`config.mk`:
```
export PLATFORM = sky130hd
export DESIGN_NAME = warmboot_controller
export DESIGN_NICKNAME = d
export VERILOG_FILES = /design/src/rtl/warmboot_pkg.sv /design/src/rtl/wb_sync.sv /design/src/rtl/warmboot_controller.sv
export SDC_FILE = /design/constraint.sdc
export NUM_CORES = 1
export LEC_CHECK = 0
export BUFFER_PORTS_ARGS = -buffer_cell sky130_fd_sc_hd__clkbuf_2
export CAP_MARGIN = 10
export CORE_MARGIN = 5
export CORE_UTILIZATION = 30
export DETAILED_ROUTE_END_ITERATION = 16
export PLACE_DENSITY = 0.49
export SKIP_LAST_GASP = 1
export SLEW_MARGIN = 20
export SYNTH_ARGS = -nofsm -noshare
export SYNTH_HDL_FRONTEND = slang
export SYNTH_HIERARCHICAL = 1
export SYNTH_SLANG_ARGS = --single-unit
export TNS_END_PERCENT = 100
```
`constraint.sdc`:
```
create_clock -name CLK -period 3.2 [get_ports CLK]
set_input_delay 0 -clock CLK [delete_from_list [all_inputs] [get_ports CLK]]
set_output_delay 0 -clock CLK [all_outputs]
set_load 0.005 [all_outputs]
```
`src/rtl/warmboot_pkg.sv`:
```
// Shared types, default widths and helpers for the warmboot controller.
package warmboot_pkg;

  typedef enum logic [2:0] {
    DISARMED,
    IDLE,
    REQ,
    LOAD,
    HOLD
  } wb_state_t;

  localparam int unsigned WB_SYNC_STAGES = 2;
  localparam int unsigned WB_SLOT_W      = 4;
  localparam int unsigned WB_ADDR_W      = 24;
  localparam int unsigned WB_ADDR_SHIFT  = 20;
  localparam int unsigned WB_RESET_HOLD  = 16;
  localparam int unsigned WB_TIMEOUT     = 1 << 20;

  // Larger of two sizing constants.
  function automatic int unsigned wb_max(input int unsigned a, input int unsigned b);
    return (a > b) ? a : b;
  endfunction

  // Flash base address for a slot; callers truncate to their address width.
  function automatic logic [63:0] slot_to_addr(input logic [31:0] slot,
                                               input int unsigned shift);
    return 64'(slot) << shift;
  endfunction

endpackage

```
`src/rtl/wb_sync.sv`:
```
// N-stage, W-bit synchronizer chain with synchronous clear.
module wb_sync #(
  parameter int unsigned N = 2,
  parameter int unsigned W = 1
) (
  input  logic         clk,
  input  logic         reset,
  input  logic [W-1:0] d,
  output logic [W-1:0] q
);

  logic [N-1:0][W-1:0] chain;

  // Shift the asynchronous input through the flop chain.
  always_ff @(posedge clk) begin
    if (reset) begin
      chain <= '0;
    end else begin
      chain <= {chain[N-2:0], d};
    end
  end

  assign q = chain[N-1];

endmodule

```
`src/rtl/warmboot_controller.sv`:
```
// Synchronizes BOOT/SLOT from the fabric, requests a reload from the
// configuration loader and holds the fabric in reset around the reload.
module warmboot_controller
  import warmboot_pkg::*;
#(
  parameter int unsigned SYNC_STAGES = WB_SYNC_STAGES,
  parameter int unsigned SLOT_W      = WB_SLOT_W,
  parameter int unsigned ADDR_W      = WB_ADDR_W,
  parameter int unsigned ADDR_SHIFT  = WB_ADDR_SHIFT,
  parameter int unsigned RESET_HOLD  = WB_RESET_HOLD,
  parameter int unsigned TIMEOUT     = WB_TIMEOUT
) (
  input  logic              CLK,
  input  logic              reset,
  input  logic              boot_i,
  input  logic [SLOT_W-1:0] slot_i,
  output logic              boot_req_o,
  output logic [ADDR_W-1:0] boot_addr_o,
  input  logic              boot_ack_i,
  input  logic              boot_done_i,
  output logic              fabric_reset_o,
  output logic              busy_o,
  output logic              error_o
);

  // One counter serves the DISARMED settle wait, LOAD timeout and HOLD interval.
  localparam int unsigned CNT_MAX = wb_max(wb_max(TIMEOUT, RESET_HOLD), SYNC_STAGES + 1);
  localparam int unsigned CNT_W   = $clog2(CNT_MAX);

  localparam logic [CNT_W-1:0] LOAD_LAST  = CNT_W'(TIMEOUT - 1);
  localparam logic [CNT_W-1:0] HOLD_FIRST = CNT_W'(RESET_HOLD - 1);
  localparam logic [CNT_W-1:0] SETTLED    = CNT_W'(SYNC_STAGES);

  wb_state_t         state, state_nxt;
  logic [CNT_W-1:0]  cnt, cnt_nxt;
  logic [SLOT_W-1:0] slot_q, slot_nxt;
  logic              error_q, error_nxt;
  logic              boot_s, boot_prev;
  logic [SLOT_W-1:0] slot_s;
  logic              trigger;

  wb_sync #(.N(SYNC_STAGES), .W(1)) u_boot_sync (
    .clk   (CLK),
    .reset (reset),
    .d     (boot_i),
    .q     (boot_s)
  );

  wb_sync #(.N(SYNC_STAGES), .W(SLOT_W)) u_slot_sync (
    .clk   (CLK),
    .reset (reset),
    .d     (slot_i),
    .q     (slot_s)
  );

  assign trigger = boot_s & ~boot_prev;

  // State, counter, latched slot, sticky error and BOOT edge history.
  always_ff @(posedge CLK) begin
    if (reset) begin
      state     <= DISARMED;
      cnt       <= '0;
      slot_q    <= '0;
      error_q   <= 1'b0;
      boot_prev <= 1'b0;
    end else begin
      state     <= state_nxt;
      cnt       <= cnt_nxt;
      slot_q    <= slot_nxt;
      error_q   <= error_nxt;
      boot_prev <= boot_s;
    end
  end

  // Next-state, counter and error decisions.
  always_comb begin
    state_nxt = state;
    cnt_nxt   = cnt;
    slot_nxt  = slot_q;
    error_nxt = error_q;
    unique case (state)
      // After reset the synchronizer holds its cleared value for SYNC_STAGES
      // cycles; wait that out so a BOOT held high across reset is seen as high
      // and cannot re-trigger. Leaving HOLD preloads SETTLED, skipping the wait.
      DISARMED: begin
        if (cnt >= SETTLED) begin
          if (!boot_s) state_nxt = IDLE;
        end else begin
          cnt_nxt = cnt + CNT_W'(1);
        end
      end
      IDLE: begin
        if (trigger) begin
          slot_nxt  = slot_s;
          state_nxt = REQ;
        end
      end
      REQ: begin
        if (boot_ack_i) begin
          if (boot_done_i) begin
            state_nxt = HOLD;
            cnt_nxt   = HOLD_FIRST;
          end else begin
            state_nxt = LOAD;
            cnt_nxt   = '0;
          end
        end
      end
      LOAD: begin
        if (boot_done_i) begin
          state_nxt = HOLD;
          cnt_nxt   = HOLD_FIRST;
        end else if (cnt == LOAD_LAST) begin
          error_nxt = 1'b1;
          state_nxt = HOLD;
          cnt_nxt   = HOLD_FIRST;
        end else begin
          cnt_nxt = cnt + CNT_W'(1);
        end
      end
      HOLD: begin
        if (cnt == '0) begin
          state_nxt = DISARMED;
          cnt_nxt   = SETTLED;
        end else begin
          cnt_nxt = cnt - CNT_W'(1);
        end
      end
      default: begin
        state_nxt = DISARMED;
        cnt_nxt   = '0;
      end
    endcase
  end

  assign boot_req_o     = (state == REQ);
  assign fabric_reset_o = (state == LOAD) || (state == HOLD);
  assign busy_o         = (state == REQ) || (state == LOAD) || (state == HOLD);
  assign error_o        = error_q;
  assign boot_addr_o    = ADDR_W'(slot_to_addr(32'(slot_q), ADDR_SHIFT));

endmodule

```
==> impl_metrics.yaml, run 1 <==
outcome:
  status: "finished clean"
synth:
  syn_avg_cell_area_um2: 7.51
  syn_area_um2: 2680
  async_reset_ff_frac: 0
  synth_warnings: 6
  ys_seq_area_frac: 0.291
  ys_dominant_reg_cell: "dfxtp_1"
  synth.distinct_cells: 61
  postSynthCellCount: 357
  ys_ff_latch: 39
  synth_edf_count: 0
clocking:
  clock_sinks: 39
  cts_buffers: 5
  htreeDepth: 2
  tritoncts: "yes"
  cts_resized: 0
  cts_root_buf: "clkbuf_8"
  cts.clk_slew.worst_paths_ps: 90
  clk_latency_ps: 290
  clk_path_buf_depth: 2
sta:
  slew_violations: 0
  setup_viol: 0
  finalHoldViolations: 0
  worst_slew_pin_slew_ps: 762
  max_freq_mhz: 370
  relSlewSlack: 0.492
  period_share: 0.845
  setup-tns-final_ps: 0
  min_period_ps: 2710
  finClkSkew_ps: 6.55
  rsz0062_at_grt: "no"
  setup_ws_ps: 495
critical_path:
  endpoint_kind: "flip-flop"
  required_ps: 3410
  critPathLaunchType: "flip-flop"
  cp.arrival_ps: 2910
  cp_slowest_cell: "nor3b_1"
  path_max_fanout: 10
  critPathKind: "reg -> reg"
  slowest_delay_ps: 490
  cp_cell_sequence: "inv_1, ha_1, nor3b_1, nand2_1, nor2_4, or4b_1, xor2_1, o311ai_2"
  cp_top_family: "simple AND/OR/NAND/NOR gates"
  critPathBufInv: 1
global_route:
  grt_max_degree: 24
  grt_antenna_before_repair: 0
  grt-ovfl-total: 0
  grt_pass1_wl_um: 11800
  track_usage: 0.129
  grt_pass1_vias: 2313
placed_design:
  pre_cts_slack_ps: 507
  gp_congestion: 0.815
  dpl.hpwl_um: 4980
  portBuffers: 16
die:
  die_x_um: 105
  start_util: 0.307
  die_h_um: 105
  num_rows: 34
  core_area_um2: 8720
  io_pins: 37
  die-area_um2: 10900
final_layout:
  multi_input_area_um2: 1650
  antenna_cells: 0
  seqCellArea_um2: 781
  nets: 375
  fill_cells: 950
  area_growth_pct: 7.61
  drive_gt1_frac: 0.118
power:
  p_leak_nw: 1.10
  p_per_area_nw_per_um2: 636
  ir_drop_mv: 0.280
  power_mw: 1.84
run:
  drv_cap: 0
detailed_routing:
  routedWlPerCell_um: 14.8
  via_count: 2517
  drtIter0Drc: 125
  drt_wl_total_um: 6990
  vias_per_cell: 5.34
  route.detailed.drc: 0
  drtPass1Iterations: 4
  antenna_left: 0
hold_path:
  min_path_type: "in -> reg"
## flip-flops by register name (all words and copies together) (netlist names)
register           count
cnt                   20
slot_q                 4
u_slot_sync/chain      4
u_slot_sync/q          4
state                  3
boot_prev              1
error_o                1
u_boot_sync/chain      1
u_boot_sync/q          1
## metrics by stage
step,instances,instance area [um2],utilization,hold WS (ps)
2_1_floorplan,376,2750,-,71.6
3_5_place_dp,458,2740,0.314,213
6_report,471,2890,0.331,104
5_1_grt,471,2890,0.331,143
3_3_place_gp,458,2740,0.314,212
4_1_cts,471,2890,0.331,88.5
## what timing repair did
item | 4_1_cts | 5_1_grt
hold buffers | 5 | 0
hold endpoints to repair | 5 | 0
setup buffers | 0 | 0
## cell usage after synthesis, types with 6 or more instances
| cell type | number | area (um2) |
|---|---|---|
| nor2_1 | 35 | 131 |
| inv_1 | 12 | 45.0 |
| dfxtp_1 | 39 | 781 |
| o21ai_0 | 21 | 105 |
| nor3_1 | 13 | 65.1 |
| nor4_1 | 12 | 75.1 |
| nand2_1 | 26 | 97.6 |
| nand4_1 | 8 | 50.1 |
| nand3_1 | 7 | 35.0 |
| a31oi_1 | 8 | 50.1 |
| xor2_1 | 8 | 70.1 |
| o21ai_1 | 6 | 30.0 |
| clkbuf_1 | 19 | 71.3 |
| a21oi_1 | 22 | 110 |
| nor2b_1 | 14 | 87.6 |
| buf_4 | 24 | 180 |
## worst paths after layout
path	to	slack [ps]	cells after the start	from
max	cnt[18]$_SDFFE_PP0P_	490	8	cnt[0]$_SDFFE_PP0P_
min	state[2]$_SDFFE_PP0P_	100	4	boot_done_i
max reg2reg	cnt[18]$_SDFFE_PP0P_	490	8	cnt[0]$_SDFFE_PP0P_
min reg2reg	u_slot_sync/q[2]$_SDFF_PP0_	440	1	u_slot_sync/chain[2]$_SDFF_PP0_
## cell usage in the layout (no fill, tap or decap), types with 3 or more instances in the layout
cell / Yosys / routed
xnor2_1: 3 / 3
or3_1: 5 / 5
dfxtp_1: 39 / 39
a31oi_1: 8 / 7
nor2b_1: 14 / 14
dlygate4sd3_1: 0 / 5
o21ai_1: 6 / 6
inv_1: 12 / 12
ha_1: 4 / 4
nand3_1: 7 / 7
o22ai_1: 4 / 4
buf_4: 24 / 6
or4_1: 3 / 3
nor4_1: 12 / 12
nand4_1: 8 / 8
a31o_2: 3 / 3
clkbuf_8: 0 / 6
conb_1: 1 / 20
and2_1: 5 / 5
a21oi_1: 22 / 22
nor3_1: 13 / 13
mux2i_1: 4 / 4
xor2_1: 8 / 8
o211ai_1: 4 / 4
nor2_1: 35 / 35
o21ai_0: 21 / 21
nand2_1: 26 / 26
clkbuf_2: 0 / 16
## kinds of logic (layout without fill, tap and decap cells)
family | count (synthesis) | after routing | share of synthesized area
AND/OR/NAND/NOR | 145 | 145 | 0.292
multiplexers | 4 | 4 | 0.0149
XOR/XNOR | 11 | 11 | 0.0359
adder cells (fa/ha/maj) | 4 | 4 | 0.0187
flip-flops | 39 | 39 | 0.291
other | 1 | 20 | 0.00140
buffers and inverters | 60 | 47 | 0.122
AO/OA/AOI/OAI | 93 | 93 | 0.224
## power breakdown
group | switching, mW | internal, mW | leakage [nW] | total [mW]
sequential | 0.0700 | 0.515 | 0.317 | 0.585
combinational | 0.552 | 0.332 | 0.732 | 0.884
clock | 0.190 | 0.176 | 0.0474 | 0.367
total | 0.812 | 1.02 | 1.10 | 1.84
## layer usage
layer,GRT usage,up-vias,part of all wire
met2,0.200,59,0.46
met3,0.0308,15,0.050
met4,0.0435,0,0.020
met1,0.177,1185,0.47
met5,0,-,0
li1,-,1258,-
## tightest hold or removal path, delay by kind of cell
kind	cells	cell delay, ps
buf+inv	1	120
compound gates	1	50
simple gates	2	180
## layout make-up
cell class,count,share of cell area
Clock buffer,6,0.0286
Clock inverter,2,0.00564
Inverter,12,0.0156
Multi-Input combinational cell,277,0.572
Sequential cell,39,0.271
Tap cell,108,0.0468
Timing Repair Buffer,27,0.0607
No activity file was read; power rests on OpenSTA's default activity.
==> run 2: changes to the inputs <==
--- a/config.mk
+++ b/config.mk
@@ -5,6 +5,7 @@
 export SDC_FILE = /design/constraint.sdc
 export NUM_CORES = 1
 export LEC_CHECK = 0
+export ABC_AREA = 1
 export BUFFER_PORTS_ARGS = -buffer_cell sky130_fd_sc_hd__clkbuf_2
 export CAP_MARGIN = 10
 export CORE_MARGIN = 5
==> constraint.sdc (replaced) <==
create_clock -name CLK -period 2.5 [get_ports CLK]
set_input_delay 0 -clock CLK [delete_from_list [all_inputs] [get_ports CLK]]
set_output_delay 0 -clock CLK [all_outputs]
set_load 0.005 [all_outputs]
==> impl_metrics.yaml, run 2 <==
synth:
  postSynthCellCount: 504
  yosysTopAreaCellShare: 0.246
  synth_xor_area_frac: 0.0331
  synth_top_family_by_area: "simple AND/OR/NAND/NOR gates"
  yosys.area.top_type: "dfxtp_1"
  ys_ff_latch: 39
  synthMuxAreaShare: 0
  ys_seq_area_frac: 0.246
  synthAdderAreaFrac: 0.0157
  async_reset_ff_frac: 0
  synth_edf_count: 0
  synth_warnings: 6
  synth.area.top_cells: "dfxtp_1 (25%), nand2_1 (14%), nor2_1 (9.2%)"
  synth.distinct_cells: 36
  synth_compound_area_frac: 0.0823
  synthTopCellsByCount: "nand2_1 (122), nor2_1 (78), inv_1 (60)"
  syn_avg_cell_area_um2: 6.31
  ys_dominant_reg_cell: "dfxtp_1"
  synth-simple-area-share: 0.432
  syn_area_um2: 3180
  yosysMostFrequentCell: "nand2_1"
outcome:
  status: "finished clean"
global_route:
  grt_max_degree: 29
  grt-ovfl-total: 0
  grt_pass1_wl_um: 13700
  grt_pass1_vias: 2742
  track_usage: 0.132
  grt_antenna_before_repair: 0
detailed_routing:
  antenna_left: 0
  drtPass1Iterations: 4
  drt_wl_total_um: 8390
  vias_per_cell: 4.48
  via_count: 2906
  route.detailed.drc: 0
  routedWlPerCell_um: 13.0
  drtIter0Drc: 179
sta:
  setup-tns-final_ps: 0
  finClkSkew_ps: 7.27
  min_period_ps: 2140
  setup_viol: 0
  period_share: 0.857
  max_freq_mhz: 467
  relSlewSlack: 0.526
  rsz0062_at_grt: "no"
  worst_slew_pin_slew_ps: 710
  finalHoldViolations: 0
  slew_violations: 0
critical_path:
  required_ps: 2730
  endpoint_kind: "flip-flop"
  cp.arrival_ps: 2370
  critPathLaunchType: "flip-flop"
  critPathKind: "reg -> reg"
  path_max_fanout: 21
clocking:
  cts.clk_slew.worst_paths_ps: 90
  clock_sinks: 39
  cts_setup_buffers: 0
  clk_latency_ps: 300
  tritoncts: "yes"
  cts_root_buf: "clkbuf_8"
  cts_buffers: 5
  clk_path_buf_depth: 2
  htreeDepth: 2
power:
  ir_drop_mv: 0.609
  p_leak_nw: 1.61
  p_per_area_nw_per_um2: 842
final_layout:
  antenna_cells: 0
  final_cell_mix: "nand2_1 (122), nor2_1 (78), inv_1 (60)"
  area_growth_pct: 5.24
  largest_reg_flops: 20
  nets: 524
  fin_util: 0.324
  top_register: "cnt"
  drive_gt1_frac: 0.135
  layout_commonest_cell: "nand2_1"
placed_design:
  portBuffers: 16
  dpl.hpwl_um: 6160
  gp_congestion: 0.889
run:
  drv_cap: 0
hold_path:
  min_path_type: "in -> reg"
die:
  die_x_um: 113
  die_h_um: 113
  num_rows: 37
  io_pins: 37
  start_util: 0.308
  die-area_um2: 12800
  core_area_um2: 10300
## run 2: changes by cell type after synthesis, moves of 10 or more
cell / previous run / this run
nand3_1: 7 / 34
nand2_1: 26 / 122
nor4_1: 12 / 0
nor2b_1: 14 / 0
inv_1: 12 / 60
buf_6: 1 / 11
nor2_1: 35 / 78
clkbuf_1: 19 / 2
## run 2: cell families after synthesis
family,after synthesis
and+or+nand+nor,291
buffers and inverters,111
AOI/OAI and AO/OA,46
DFF,39
xor gates and xnor gates,12
adders and majority gates,4
other,1
## run 2: what timing repair did
item | in CTS | in global routing
hold buffers | 5 | 0
hold endpoints to repair | 5 | 0
gates resized for setup | 0 | 0
## run 2: power breakdown
group          switching [mW]  internal [mW]  leakage (nW)
Clock                   0.268          0.301        0.0548
Combinational            1.01          0.475          1.24
Sequential             0.0848          0.677         0.317
## run 2: path summary, 6_finish.rpt
check	from	endpoint	slack, ps	cells after the start
setup / recovery	cnt[0]$_SDFFE_PP0P_	cnt[0]$_SDFFE_PP0P_	360	9
hold / removal	boot_done_i	error_o$_SDFFE_PP0P_	210	3
setup reg to reg	cnt[0]$_SDFFE_PP0P_	cnt[0]$_SDFFE_PP0P_	360	9
hold reg to reg	u_slot_sync/chain[1]$_SDFF_PP0_	u_slot_sync/q[1]$_SDFF_PP0_	400	2
## run 2: worst max-delay path, cell delays in order, from the launching register on
cell	delay, ps
dfxtp_1	410
inv_1	160
ha_1	230
nor2_1	100
nand4_1	140
nand2_1	110
nand3_2	410
inv_1	310
nand2_1	90
a21oi_1	120
## run 2: cell type report
class,count,area (um2)
Tap cell,136,170
Multi-Input combinational cell,373,1860
Clock buffer,5,68.8
Inverter,67,254
Sequential cell,39,781
Fill cell,1133,6980
Timing Repair Buffer,25,160
Clock inverter,3,46.3
## run 2: through the flow
step	cell area [um2]	hold slack, ps	std cells	worst slack, ps	total power [mW]
after floorplan	3250	71.2	523	894	1.98
after global placement	3180	191	635	512	2.25
after detailed placement	3180	196	635	384	2.24
after CTS	3340	195	648	342	2.83
after global routing	3340	234	648	109	3.08
final	3340	211	648	359	2.82
## run 2: routing by layer
layer	wire length, um	part of all wire	GRT usage
met1	4030	0.48	0.177
met2	3810	0.45	0.215
met3	381	0.045	0.0193
met4	168	0.020	0.0489
met5	0	0	0
==> run 3: changes to the inputs <==
--- a/config.mk
+++ b/config.mk
@@ -9,9 +9,9 @@
 export BUFFER_PORTS_ARGS = -buffer_cell sky130_fd_sc_hd__clkbuf_2
 export CAP_MARGIN = 10
 export CORE_MARGIN = 5
-export CORE_UTILIZATION = 30
+export CORE_UTILIZATION = 59
 export DETAILED_ROUTE_END_ITERATION = 16
-export PLACE_DENSITY = 0.49
+export PLACE_DENSITY = 0.83
 export SKIP_LAST_GASP = 1
 export SLEW_MARGIN = 20
 export SYNTH_ARGS = -nofsm -noshare
==> constraint.sdc (replaced) <==
create_clock -name CLK -period 2.5 [get_ports CLK]
set_input_delay 0 -clock CLK [delete_from_list [all_inputs] [get_ports CLK]]
set_output_delay 0 -clock CLK [all_outputs]
set_load 0.05 [all_outputs]
==> impl_metrics.yaml, run 3 (synthesis gave the netlist of run 2 again) <==
sta:
  finalHoldViolations: 0
  setup_viol: 0
  relSlewSlack: 0.559
  worst_slew_pin_slew_ps: 662
  period_share: 0.821
  slew_violations: 0
  rsz0062_at_grt: "no"
  max_freq_mhz: 487
  holdWs_ps: 203
  finClkSkew_ps: 3.61
  min_period_ps: 2050
  setup-tns-final_ps: 0
hold_path:
  min_path_type: "in -> reg"
power:
  ir_drop_mv: 0.605
  p_leak_nw: 1.58
  p_per_area_nw_per_um2: 871
final_layout:
  drive_gt1_frac: 0.131
  area_growth_pct: 1.46
  multi_input_area_um2: 1860
  nets: 522
  top_register: "cnt"
  largest_reg_flops: 20
  design_area_um2: 3220
  fill_cells: 483
  layout_commonest_cell: "nand2_1"
  antenna_cells: 0
  final_cell_mix: "nand2_1 (122), nor2_1 (78), inv_1 (60)"
  seqCellArea_um2: 781
die:
  num_rows: 26
  die_x_um: 83.4
  die_h_um: 83.4
  core_area_um2: 5170
  start_util: 0.614
  die-area_um2: 6950
  io_pins: 37
clocking:
  cts_resized: 0
  cts_setup_buffers: 0
  tritoncts: "yes"
  clk_latency_ps: 300
  cts_root_buf: "clkbuf_8"
  cts_buffers: 5
  postCtsHoldBufs: 5
  htreeDepth: 2
  cts.clk_slew.worst_paths_ps: 90
  clock_sinks: 39
  clk_path_buf_depth: 2
outcome:
  status: "finished clean"
detailed_routing:
  routedWlPerCell_um: 13.2
  drtPass1Iterations: 6
  vias_per_cell: 5.29
  via_count: 3066
  antenna_left: 0
  drt_wl_total_um: 7660
  wl_met3_um: 603
  drtIter0Drc: 345
  met1_length_um: 3270
  route.detailed.drc: 0
  wl_met2_um: 3660
  topRoutingLayerUsed: "met4"
critical_path:
  path_max_fanout: 21
  required_ps: 2730
  critPathLaunchType: "flip-flop"
  critPathKind: "reg -> reg"
  endpoint_kind: "flip-flop"
  cp.arrival_ps: 2290
global_route:
  grt-ovfl-total: 0
  grt_antenna_before_repair: 0
  grt_pass1_vias: 2760
  grt_max_degree: 29
  grt_pass1_wl_um: 12800
  track_usage: 0.224
placed_design:
  place_area_um2: 3080
  dpl.hpwl_um: 5530
  gp_congestion: 0.953
  portBuffers: 16
run:
  drv_cap: 0
run 3: layer usage:
metal	track usage	vias to the layer above
li1	-	1534
met1	0.282	1377
met2	0.382	142
met3	0.0386	13
met5	0	-
met4	0.0788	0
run 3: final timing paths:
path | startpoint | end | slack, ps | cells after the start
worst max-delay path | cnt[0]$_SDFFE_PP0P_ | cnt[2]$_SDFFE_PP0P_ | 450 | 9
worst max register to register | cnt[0]$_SDFFE_PP0P_ | cnt[2]$_SDFFE_PP0P_ | 450 | 9
worst min register to register | u_slot_sync/chain[3]$_SDFF_PP0_ | u_slot_sync/q[3]$_SDFF_PP0_ | 410 | 2
worst min-delay path | boot_done_i | error_o$_SDFFE_PP0P_ | 200 | 3
run 3: critical path: stages (launching register included):
cell and delay, ps:
dfxtp_1 400, inv_1 140, ha_1 220, nor2_1 100, nand4_1 130, nand2_1 100
nand3_2 380, inv_1 290, nand2_1 100, a21oi_2 110
run 3: through the flow:
step | util | instances | setup slack, ps | total power [mW]
finish | 0.623 | 580 | 448 | 2.81
detailed placement | 0.596 | 567 | 497 | 2.31
floorplan | - | 523 | 551 | 2.11
CTS | 0.623 | 580 | 460 | 2.79
global placement | 0.596 | 567 | 604 | 2.29
global route | 0.623 | 580 | 219 | 3.03
run 3: area by class of cell:
cell class | count | share of cell area
sequential | 39 | 0.242
multi-input combinational | 373 | 0.578
timing repair buffer | 23 | 0.0450
inverter | 67 | 0.0788
clock buffer | 5 | 0.0213
tap | 70 | 0.0272
clock inverter | 3 | 0.00737
run 3: report_power, final:
group	internal (mW)	switching, mW
sequential	0.677	0.0874
combinational	0.470	1.12
clock	0.200	0.257
